<file path="src/rtl/rr_sel_arbiter_4ch_if.sv">
// Handshake bundle between the round-robin arbiter and its requesters/downstream.
// The master side is the arbiter; the slave side drives requests and ready.
interface rr_sel_arbiter_4ch_if;
    logic [3:0] req;
    logic       out_ready;
    logic [1:0] sel;
    logic [3:0] grant;
    logic       out_valid;
    logic [3:0] ack;
    logic       busy;

    modport master (
        input  req,
        input  out_ready,
        output sel,
        output grant,
        output out_valid,
        output ack,
        output busy
    );

    modport slave (
        output req,
        output out_ready,
        input  sel,
        input  grant,
        input  out_valid,
        input  ack,
        input  busy
    );
endinterface

</file>
<file path="src/rtl/rr_sel_arbiter_4ch.sv">
// Four-channel round-robin arbiter steering the mux_4to1 select, with a bounded
// burst per grant and a valid/ready handshake toward the downstream consumer.
module rr_sel_arbiter_4ch #(
    parameter int MAX_BURST = 4,
    parameter int CNT_W     = 4
) (
    input  logic                 clk,
    input  logic                 rst_n,
    rr_sel_arbiter_4ch_if.master bus
);

    typedef enum logic {
        IDLE,
        GRANT
    } state_t;

    localparam logic [CNT_W-1:0] LAST_CNT = CNT_W'(MAX_BURST - 1);

    state_t           state;
    logic [1:0]       sel;
    logic [3:0]       grant;
    logic [1:0]       ptr;
    logic [CNT_W-1:0] cnt;

    logic [1:0]       pick;
    logic [1:0]       idx;
    logic             found;
    logic             busy;
    logic             out_valid;
    logic             xfer;

    // Search starts at ptr and wraps, so the channel granted last is tried last.
    always_comb begin
        pick  = 2'd0;
        idx   = 2'd0;
        found = 1'b0;
        for (int i = 0; i < 4; i++) begin
            idx = ptr + 2'(i);
            if (!found && bus.req[idx]) begin
                pick  = idx;
                found = 1'b1;
            end
        end
    end

    assign busy      = rst_n && (state == GRANT);
    assign out_valid = busy && bus.req[sel];
    assign xfer      = out_valid && bus.out_ready;

    always_ff @(posedge clk) begin
        if (!rst_n) begin
            state <= IDLE;
            sel   <= 2'd0;
            grant <= 4'b0000;
            ptr   <= 2'd0;
            cnt   <= '0;
        end else begin
            case (state)
                IDLE: begin
                    if (found) begin
                        state <= GRANT;
                        sel   <= pick;
                        grant <= 4'b0001 << pick;
                        ptr   <= pick + 2'd1;
                        cnt   <= '0;
                    end
                end
                GRANT: begin
                    // A completed transfer at the burst limit wins over a withdrawn request.
                    if (xfer) begin
                        if (cnt == LAST_CNT) begin
                            state <= IDLE;
                            grant <= 4'b0000;
                            cnt   <= '0;
                        end else begin
                            cnt <= cnt + 1'b1;
                        end
                    end else if (!bus.req[sel]) begin
                        state <= IDLE;
                        grant <= 4'b0000;
                        cnt   <= '0;
                    end
                end
                default: begin
                    state <= IDLE;
                    grant <= 4'b0000;
                    cnt   <= '0;
                end
            endcase
        end
    end

    assign bus.sel       = sel;
    assign bus.grant     = grant;
    assign bus.busy      = busy;
    assign bus.out_valid = out_valid;
    assign bus.ack       = xfer ? grant : 4'b0000;

endmodule
</file>
<file path="src/flat_wrapper.sv">
// flat-port wrapper written by rule: the top's interface ports become plain ports
module rr_sel_arbiter_4ch_flat 
#(
    parameter int MAX_BURST = 4,
    parameter int CNT_W     = 4
)
  (clk, rst_n, bus_req, bus_out_ready, bus_sel, bus_grant, bus_out_valid, bus_ack, bus_busy);
  rr_sel_arbiter_4ch_if bus_i ();
  input  logic clk;
  input  logic rst_n;
  input wire logic [$bits(bus_i.req)-1:0] bus_req;
  input wire logic [$bits(bus_i.out_ready)-1:0] bus_out_ready;
  output wire logic [$bits(bus_i.sel)-1:0] bus_sel;
  output wire logic [$bits(bus_i.grant)-1:0] bus_grant;
  output wire logic [$bits(bus_i.out_valid)-1:0] bus_out_valid;
  output wire logic [$bits(bus_i.ack)-1:0] bus_ack;
  output wire logic [$bits(bus_i.busy)-1:0] bus_busy;
  assign bus_i.req = bus_req;
  assign bus_i.out_ready = bus_out_ready;
  assign bus_sel = bus_i.sel;
  assign bus_grant = bus_i.grant;
  assign bus_out_valid = bus_i.out_valid;
  assign bus_ack = bus_i.ack;
  assign bus_busy = bus_i.busy;
  rr_sel_arbiter_4ch #(.MAX_BURST(MAX_BURST), .CNT_W(CNT_W)) u_core (.clk(clk), .rst_n(rst_n), .bus(bus_i));
endmodule
</file>
<file path="config.mk">
export PLATFORM = sky130hd
export DESIGN_NAME = rr_sel_arbiter_4ch_flat
export DESIGN_NICKNAME = d
export VERILOG_FILES = /design/src/rtl/rr_sel_arbiter_4ch_if.sv /design/src/rtl/rr_sel_arbiter_4ch.sv /design/src/flat_wrapper.sv
export SDC_FILE = /design/constraint.sdc
export NUM_CORES = 1
export LEC_CHECK = 0
export ABC_AREA = 1
export CAP_MARGIN = 15
export CORE_ASPECT_RATIO = 1.4
export CORE_MARGIN = 2
export CORE_UTILIZATION = 25
export DETAILED_ROUTE_END_ITERATION = 10
export SYNTH_ARGS = -nofsm -noshare
export SYNTH_HDL_FRONTEND = slang
export SYNTH_SLANG_ARGS = --single-unit
</file>
<file path="constraint.sdc">
create_clock -name clk -period 2.38 [get_ports clk]
set_clock_uncertainty 0.05 [all_clocks]
set_input_delay 0.476 -clock clk [delete_from_list [all_inputs] [get_ports clk]]
set_output_delay 0.476 -clock clk [all_outputs]
set_load 0.02 [all_outputs]
</file>
==> results of run 1 <==
[worst paths after layout]
kind | cells after the start | to | slack [ns] | startpoint
max | 7 | bus_out_valid | 0.10 | bus_req[1]
min | 2 | u_core.bus.grant[2]$_SDFFE_PN0P_ | 0.45 | u_core.bus.grant[2]$_SDFFE_PN0P_
max reg2reg | 12 | u_core.ptr[1]$_SDFFE_PN0P_ | 0.40 | u_core.ptr[0]$_SDFFE_PN0P_
min reg2reg | 2 | u_core.bus.grant[2]$_SDFFE_PN0P_ | 0.45 | u_core.bus.grant[2]$_SDFFE_PN0P_
[stage by stage]
step / cell area [um^2] / setup WS, ns / util [%] / setup TNS [ns] / cells
floorplan: 996.0 / 0.3335 / - / 0 / 160
global placement: 1343 / -0.3519 / 34.56 / -1.846 / 237
detailed placement: 1343 / -0.3593 / 34.56 / -1.778 / 237
CTS: 1394 / 0.008724 / 35.88 / 0 / 241
global route: 1396 / 0.01780 / 35.94 / 0 / 241
finish: 1396 / 0.1030 / 35.94 / 0 / 241
[cells by family (layout without fill, tap and decap cells)]
| group | count (synthesis) | in the layout | share of synthesized area [%] |
|---|---|---|---|
| AND/OR/NAND/NOR | 96 | 96 | 45.35 |
| adder cells (fa/ha/maj) | 5 | 5 | 6.281 |
| buffers and inverters | 27 | 65 | 11.68 |
| flip-flops | 13 | 13 | 26.13 |
| AO/OA/AOI/OAI | 17 | 17 | 8.794 |
| XOR/XNOR | 2 | 2 | 1.759 |
[worst max-delay path, stage by stage]
cell and delay (ns):
clkdlybuf4s50_1 0.48, nand2_1 0.06, nand3_1 0.08, nand2_1 0.09, nor2_2 0.12, buf_4 0.12
dlygate4sd2_1 0.32
[cell usage in the layout, fill, tap and decap left out, types with 2 or more instances in the layout]
master	n
buf_2	4
o21ai_1	3
nand3_1	20
dfxtp_1	13
xor2_1	2
ha_1	5
dlymetal6s2s_1	2
clkdlybuf4s50_1	11
nor2_1	9
buf_4	18
clkbuf_8	3
a21oi_1	11
o21ai_0	2
nand2_2	13
nand3_2	3
nand2_1	44
inv_1	20
clkinv_1	2
inv_2	3
[metal layers]
metal	vias to the layer above	track usage, %	share of wire [%]
li1	577	-	-
met4	0	4.884	2.0
met1	464	12.51	42
met3	5	1.318	3.1
met2	16	21.02	53
met5	-	0	0
[final cells by class]
type	count	share of cell area (%)
inverters	25	6.720
flip-flops and latches	13	18.64
repair buffers	36	21.42
clock buffers	4	3.226
well taps	43	3.853
multi-input cells	120	46.15
[power by group through the flow]
stage               sequential [uW]  combinational, uW  clock [uW]
floorplan                       403                768           0
global placement                364               1250           0
detailed placement              364               1250           0
CTS                             361               1260         207
global route                    375               1450         218
finish                          360               1270         202
[registers in the layout, indices dropped and copies added (netlist names)]
signal	count
u_core.bus.grant	4
u_core.bus.sel	2
u_core.cnt	4
u_core.ptr	2
u_core.state	1
[timing repair]
action / CTS / global route
endpoints found under the setup margin: 5 / 7
pin swaps: 0 / 3
gates resized for setup: 14 / 12
gates cloned: 0 / 0
==> impl_metrics.json, run 1 <==
{
  "initial_core_util_pct": 25.64,
  "hpwlAfterDp_um": 1831,
  "yosysMostFrequentCell": "nand2_1",
  "holdWs_ns": 0.4456,
  "rows": 27,
  "regArea_um2": 260.3,
  "design.core.area_um2": 3885,
  "ctsHoldBuffers": 0,
  "setup_viol": 0,
  "routedWlPerCell_um": 9.693,
  "hold_violations": 0,
  "p_leak_uw": 0.0007101,
  "ioPinCount": 19,
  "power.combinational.fraction_pct": 69.3,
  "synth_warnings": 0,
  "multi_input_area_um2": 644.4,
  "syn_area_um2": 996.0,
  "cts_setup_buffers": 0,
  "rsz0062_at_grt": "false",
  "max_freq_mhz": 439.2,
  "report.final.slew_viol_count": 0,
  "io_buffer_count": 18,
  "swShare_pct": 47.78,
  "timing.final.crit_period_ns": 2.277,
  "cp-start-kind": "primary input",
  "finalPower_uw": 1827,
  "numClockSinks": 13,
  "die_h_um": 78.68,
  "vias": 1062,
  "status": "finished, final reports clean",
  "synth_area_leader_cell": "dfxtp_1",
  "synth.area.top_cells": "dfxtp_1 26%, nand2_1 18%, nand3_1 12%",
  "ys_seq_area_share_pct": 26.13,
  "synth-seq-cells": 13,
  "clkSlewWorstSetupHoldPaths_ns": 0.06,
  "drcViolationCount": 0,
  "p_clk_share_pct": 11.0,
  "synthDistinctLibCells": 21,
  "p_int_uw": 954.0,
  "post-route-period-util_pct": 95.67,
  "syn-num-nets": 172,
  "endpoint_kind": "primary output",
  "async_flop_share_pct": 0,
  "synth_edf_count": 0,
  "tightest_slew_ns": 0.3176,
  "yosys.area.top_type_share_pct": 26.13,
  "cts_root_buffer": "clkbuf_8",
  "synth_top_flop_cell": "dfxtp_1",
  "numCtsBuffers": 3,
  "seq_power_share_pct": 19.7,
  "finalNetCount": 211,
  "critPathKind": "in -> out",
  "die_w_um": 57.35,
  "via_per_inst": 4.407,
  "netlist_instances": 160,
  "peakVddDrop_uv": 714.1,
  "firstDrtPassIters": 4,
  "final_antenna_net_count": 0,
  "grt_pass1_wl_um": 4160,
  "antenna_cells": 0,
  "postSynthAreaPerCell_um2": 6.225,
  "grt_pass1_vias": 1040,
  "final_layout_size_suffix_gt1_share_pct": 24.75,
  "drv_cap": 0,
  "routed_wl_um": 2336,
  "p_sw_uw": 873.1,
  "gr-usage-all-layers_pct": 11.33,
  "grt-ovfl-total": 0,
  "synthTopCellsByCount": "47 x nand2_1, 23 x nand3_1, 20 x inv_1",
  "cp.arrival_ns": 1.75,
  "power_density_nw_per_um2": 1308,
  "cts_buffer_depth": 2,
  "drt_iter0_markers": 7,
  "max_slew_margin_pct": 78.65,
  "cp.required_ns": 1.85,
  "h-tree-depth": 1,
  "crit_path_max_fanout": 2,
  "antenna_found_initial": 0,
  "grt_max_degree": 13,
  "gp_congestion": 0.7135,
  "die_area_um2": 4512,
  "clk_latency_ns": 0.25,
  "fill_cells": 410,
  "hold_class": "reg -> reg",
  "synthToLayoutAreaGrowth_pct": 40.20,
  "cts_tree": "yes"
}
No activity file was read; power rests on OpenSTA's default activity.
==> run 2: changes to the inputs <==
- ABC_AREA: 1 -> not set
==> run 2 against run 1 <==
  * Clock power shrank 3%
  * Cell count down 33%
  * Maximum frequency decreased by 0.38%
  * Critical endpoint unchanged
  * Routed wire length is 13% lower
  * Highest routed layer unchanged
  * Sequential power down 30%
  * Critical path type unchanged
  * Largest cell class unchanged
  * Via count decreased by 25%
  * Register-to-register slack improved by 0.28 ns
  * Synthesized cell count is 40% lower
  * Total power is 66% lower
  * Die area down 18%
==> impl_metrics.json, run 2 <==
{
  "status": "finished, final reports clean",
  "synth_area_leader_cell": "dfxtp_1",
  "cp.required_ns": 1.85,
  "die_h_um": 71.07,
  "drt_iter0_markers": 31,
  "syn_area_um2": 803.3,
  "routed_wl_um": 2024,
  "finalPower_uw": 625.6,
  "synth_edf_count": 0,
  "yosysMostFrequentCell": "dfxtp_1",
  "peakVddDrop_uv": 170.2,
  "syn-num-nets": 108,
  "synthTopCellsByCount": "13 x dfxtp_1, 12 x nand2_1, 11 x a21oi_1",
  "rows": 24,
  "tightest_slew_ns": 0.4788,
  "synthDistinctLibCells": 33,
  "reg_top3": "u_core.bus.grant (4), u_core.cnt (4)",
  "endpoint_kind": "primary output",
  "synth-seq-cells": 13,
  "routedWlPerCell_um": 12.49,
  "report.final.slew_viol_count": 0,
  "postSynthAreaPerCell_um2": 8.367,
  "p_leak_uw": 0.0004632,
  "vias": 800,
  "drcViolationCount": 0,
  "antenna_found_initial": 0,
  "die_w_um": 51.91,
  "io_buffer_count": 18,
  "synthToLayoutAreaGrowth_pct": 39.10,
  "hold_violations": 0,
  "synth.area.top_cells": "dfxtp_1 32%, ha_1 7.8%, a21oi_1 6.9%",
  "finalNetCount": 136,
  "max_slew_margin_pct": 68.05,
  "drv_cap": 0,
  "cts_root_buffer": "clkbuf_8",
  "synth_top_flop_cell": "dfxtp_1",
  "grt_max_degree": 14,
  "reg2regPathDepth": 6,
  "rsz0062_at_grt": "false",
  "final_layout_size_suffix_gt1_share_pct": 19.51,
  "numCtsBuffers": 3,
  "hpwlAfterDp_um": 1657,
  "grt-ovfl-total": 0,
  "setup_viol": 0,
  "netlist_instances": 96,
  "antenna_cells": 0,
  "final_antenna_net_count": 0,
  "clkSlewWorstSetupHoldPaths_ns": 0.06,
  "critPathKind": "in -> out",
  "via_per_inst": 4.938,
  "hold_depth": 2,
  "clk_latency_ns": 0.24,
  "async_flop_share_pct": 0,
  "cp-start-kind": "primary input",
  "final_core_util_pct": 36.12,
  "final_cell_mix": "13 x dfxtp_1, 12 x nand2_1, 11 x a21oi_1, 10 x clkdlybuf4s50_1, 9 x buf_4",
  "ctsHoldBuffers": 0,
  "ioPinCount": 19,
  "cts_buffer_depth": 2,
  "post-place-cells": 158,
  "hold_class": "reg -> reg",
  "numClockSinks": 13,
  "gr-usage-all-layers_pct": 12.17,
  "timing.final.crit_period_ns": 2.286,
  "place_ws_ns": -0.3787,
  "cts_tree": "yes",
  "ys_seq_area_share_pct": 32.40,
  "crit_path_max_fanout": 5,
  "initial_core_util_pct": 25.97,
  "synth_warnings": 0,
  "fin_cells": 162,
  "h-tree-depth": 1,
  "setup_ws_ns": 0.09418,
  "yosys.area.top_type_share_pct": 32.40,
  "gp_congestion": 0.7045,
  "post-route-period-util_pct": 96.04,
  "grt_pass1_wl_um": 3450,
  "die_area_um2": 3689,
  "max_freq_mhz": 437.5,
  "grt_pass1_vias": 792,
  "cp.arrival_ns": 1.76,
  "power_density_nw_per_um2": 559.9,
  "firstDrtPassIters": 4,
  "design.core.area_um2": 3093,
  "layout_commonest_cell": "dfxtp_1"
}
## run 2: cell count changes in the layout (fill, tap and decap cells not counted), moves of 6 or more
cell,previous run,this run
nand2_1,44,12
nand3_1,20,1
inv_1,20,5
nand2_2,13,0
buf_4,18,9
nor2_1,9,3
## run 2: worst paths after layout
check | start | end | slack (ns)
worst min register to register | u_core.cnt[0]$_SDFFE_PN0P_ | u_core.cnt[0]$_SDFFE_PN0P_ | 0.43
worst max-delay path | bus_req[1] | bus_out_valid | 0.09
worst max register to register | u_core.ptr[1]$_SDFFE_PN0P_ | u_core.bus.grant[1]$_SDFFE_PN0P_ | 0.68
worst min-delay path | u_core.cnt[0]$_SDFFE_PN0P_ | u_core.cnt[0]$_SDFFE_PN0P_ | 0.43
## run 2: final cells by class
cell class | instances | area, um^2
fill | 318 | 1976
multi-input combinational | 74 | 514.2
timing repair buffer | 27 | 230.2
sequential | 13 | 260.3
tap | 39 | 48.80
clock buffer | 4 | 45.04
inverter | 5 | 18.77
## run 2: per-layer routing
layer,global-route usage (%),share of wire [%]
met1,13.59,39
met2,21.80,56
met3,1.477,2.9
met4,6.140,1.7
met5,0,0
## run 2: critical path, cell delays in order
cell             delay [ns]
clkdlybuf4s50_1        0.50
mux2i_2                0.10
o22ai_4                0.16
and2_4                 0.19
dlygate4sd2_1          0.33
## run 2: cells by family (layout without fill, tap and decap cells)
| family | Yosys count | after routing | synth area share [%] |
|---|---|---|---|
| flip-flops | 13 | 13 | 32.40 |
| AND/OR/NAND/NOR | 33 | 33 | 23.36 |
| multiplexers | 3 | 3 | 3.738 |
| adder cells (fa/ha/maj) | 5 | 5 | 7.788 |
| AO/OA/AOI/OAI | 33 | 33 | 28.04 |
| buffers and inverters | 9 | 36 | 4.673 |
## run 2: repair_timing
item,in CTS,in global routing
resized for setup,20,3
setup buffers,0,0
setup endpoints to repair,6,5
## run 2: through the flow
step           instance area (um^2)  hold slack [ns]  TNS [ns]
3_5_place_dp                   1081           0.4309    -1.725
2_1_floorplan                 803.3           0.3957         0
3_3_place_gp                   1081           0.4164    -1.517
4_1_cts                        1111           0.4402         0
6_report                       1117           0.4348         0
5_1_grt                        1117           0.4785         0
## run 2: report_power, final
part	internal [uW]	switching (uW)	total [uW]
Combinational	84.6	95.4	180
Clock	118	76.9	195
Sequential	234	17.0	251
Total	436	189	626
==> run 3: changes to the inputs <==
- CAP_MARGIN: 15 -> 20
==> results of run 3 <==
No change in the layout: final DEF, timing and power equal those of run 2.
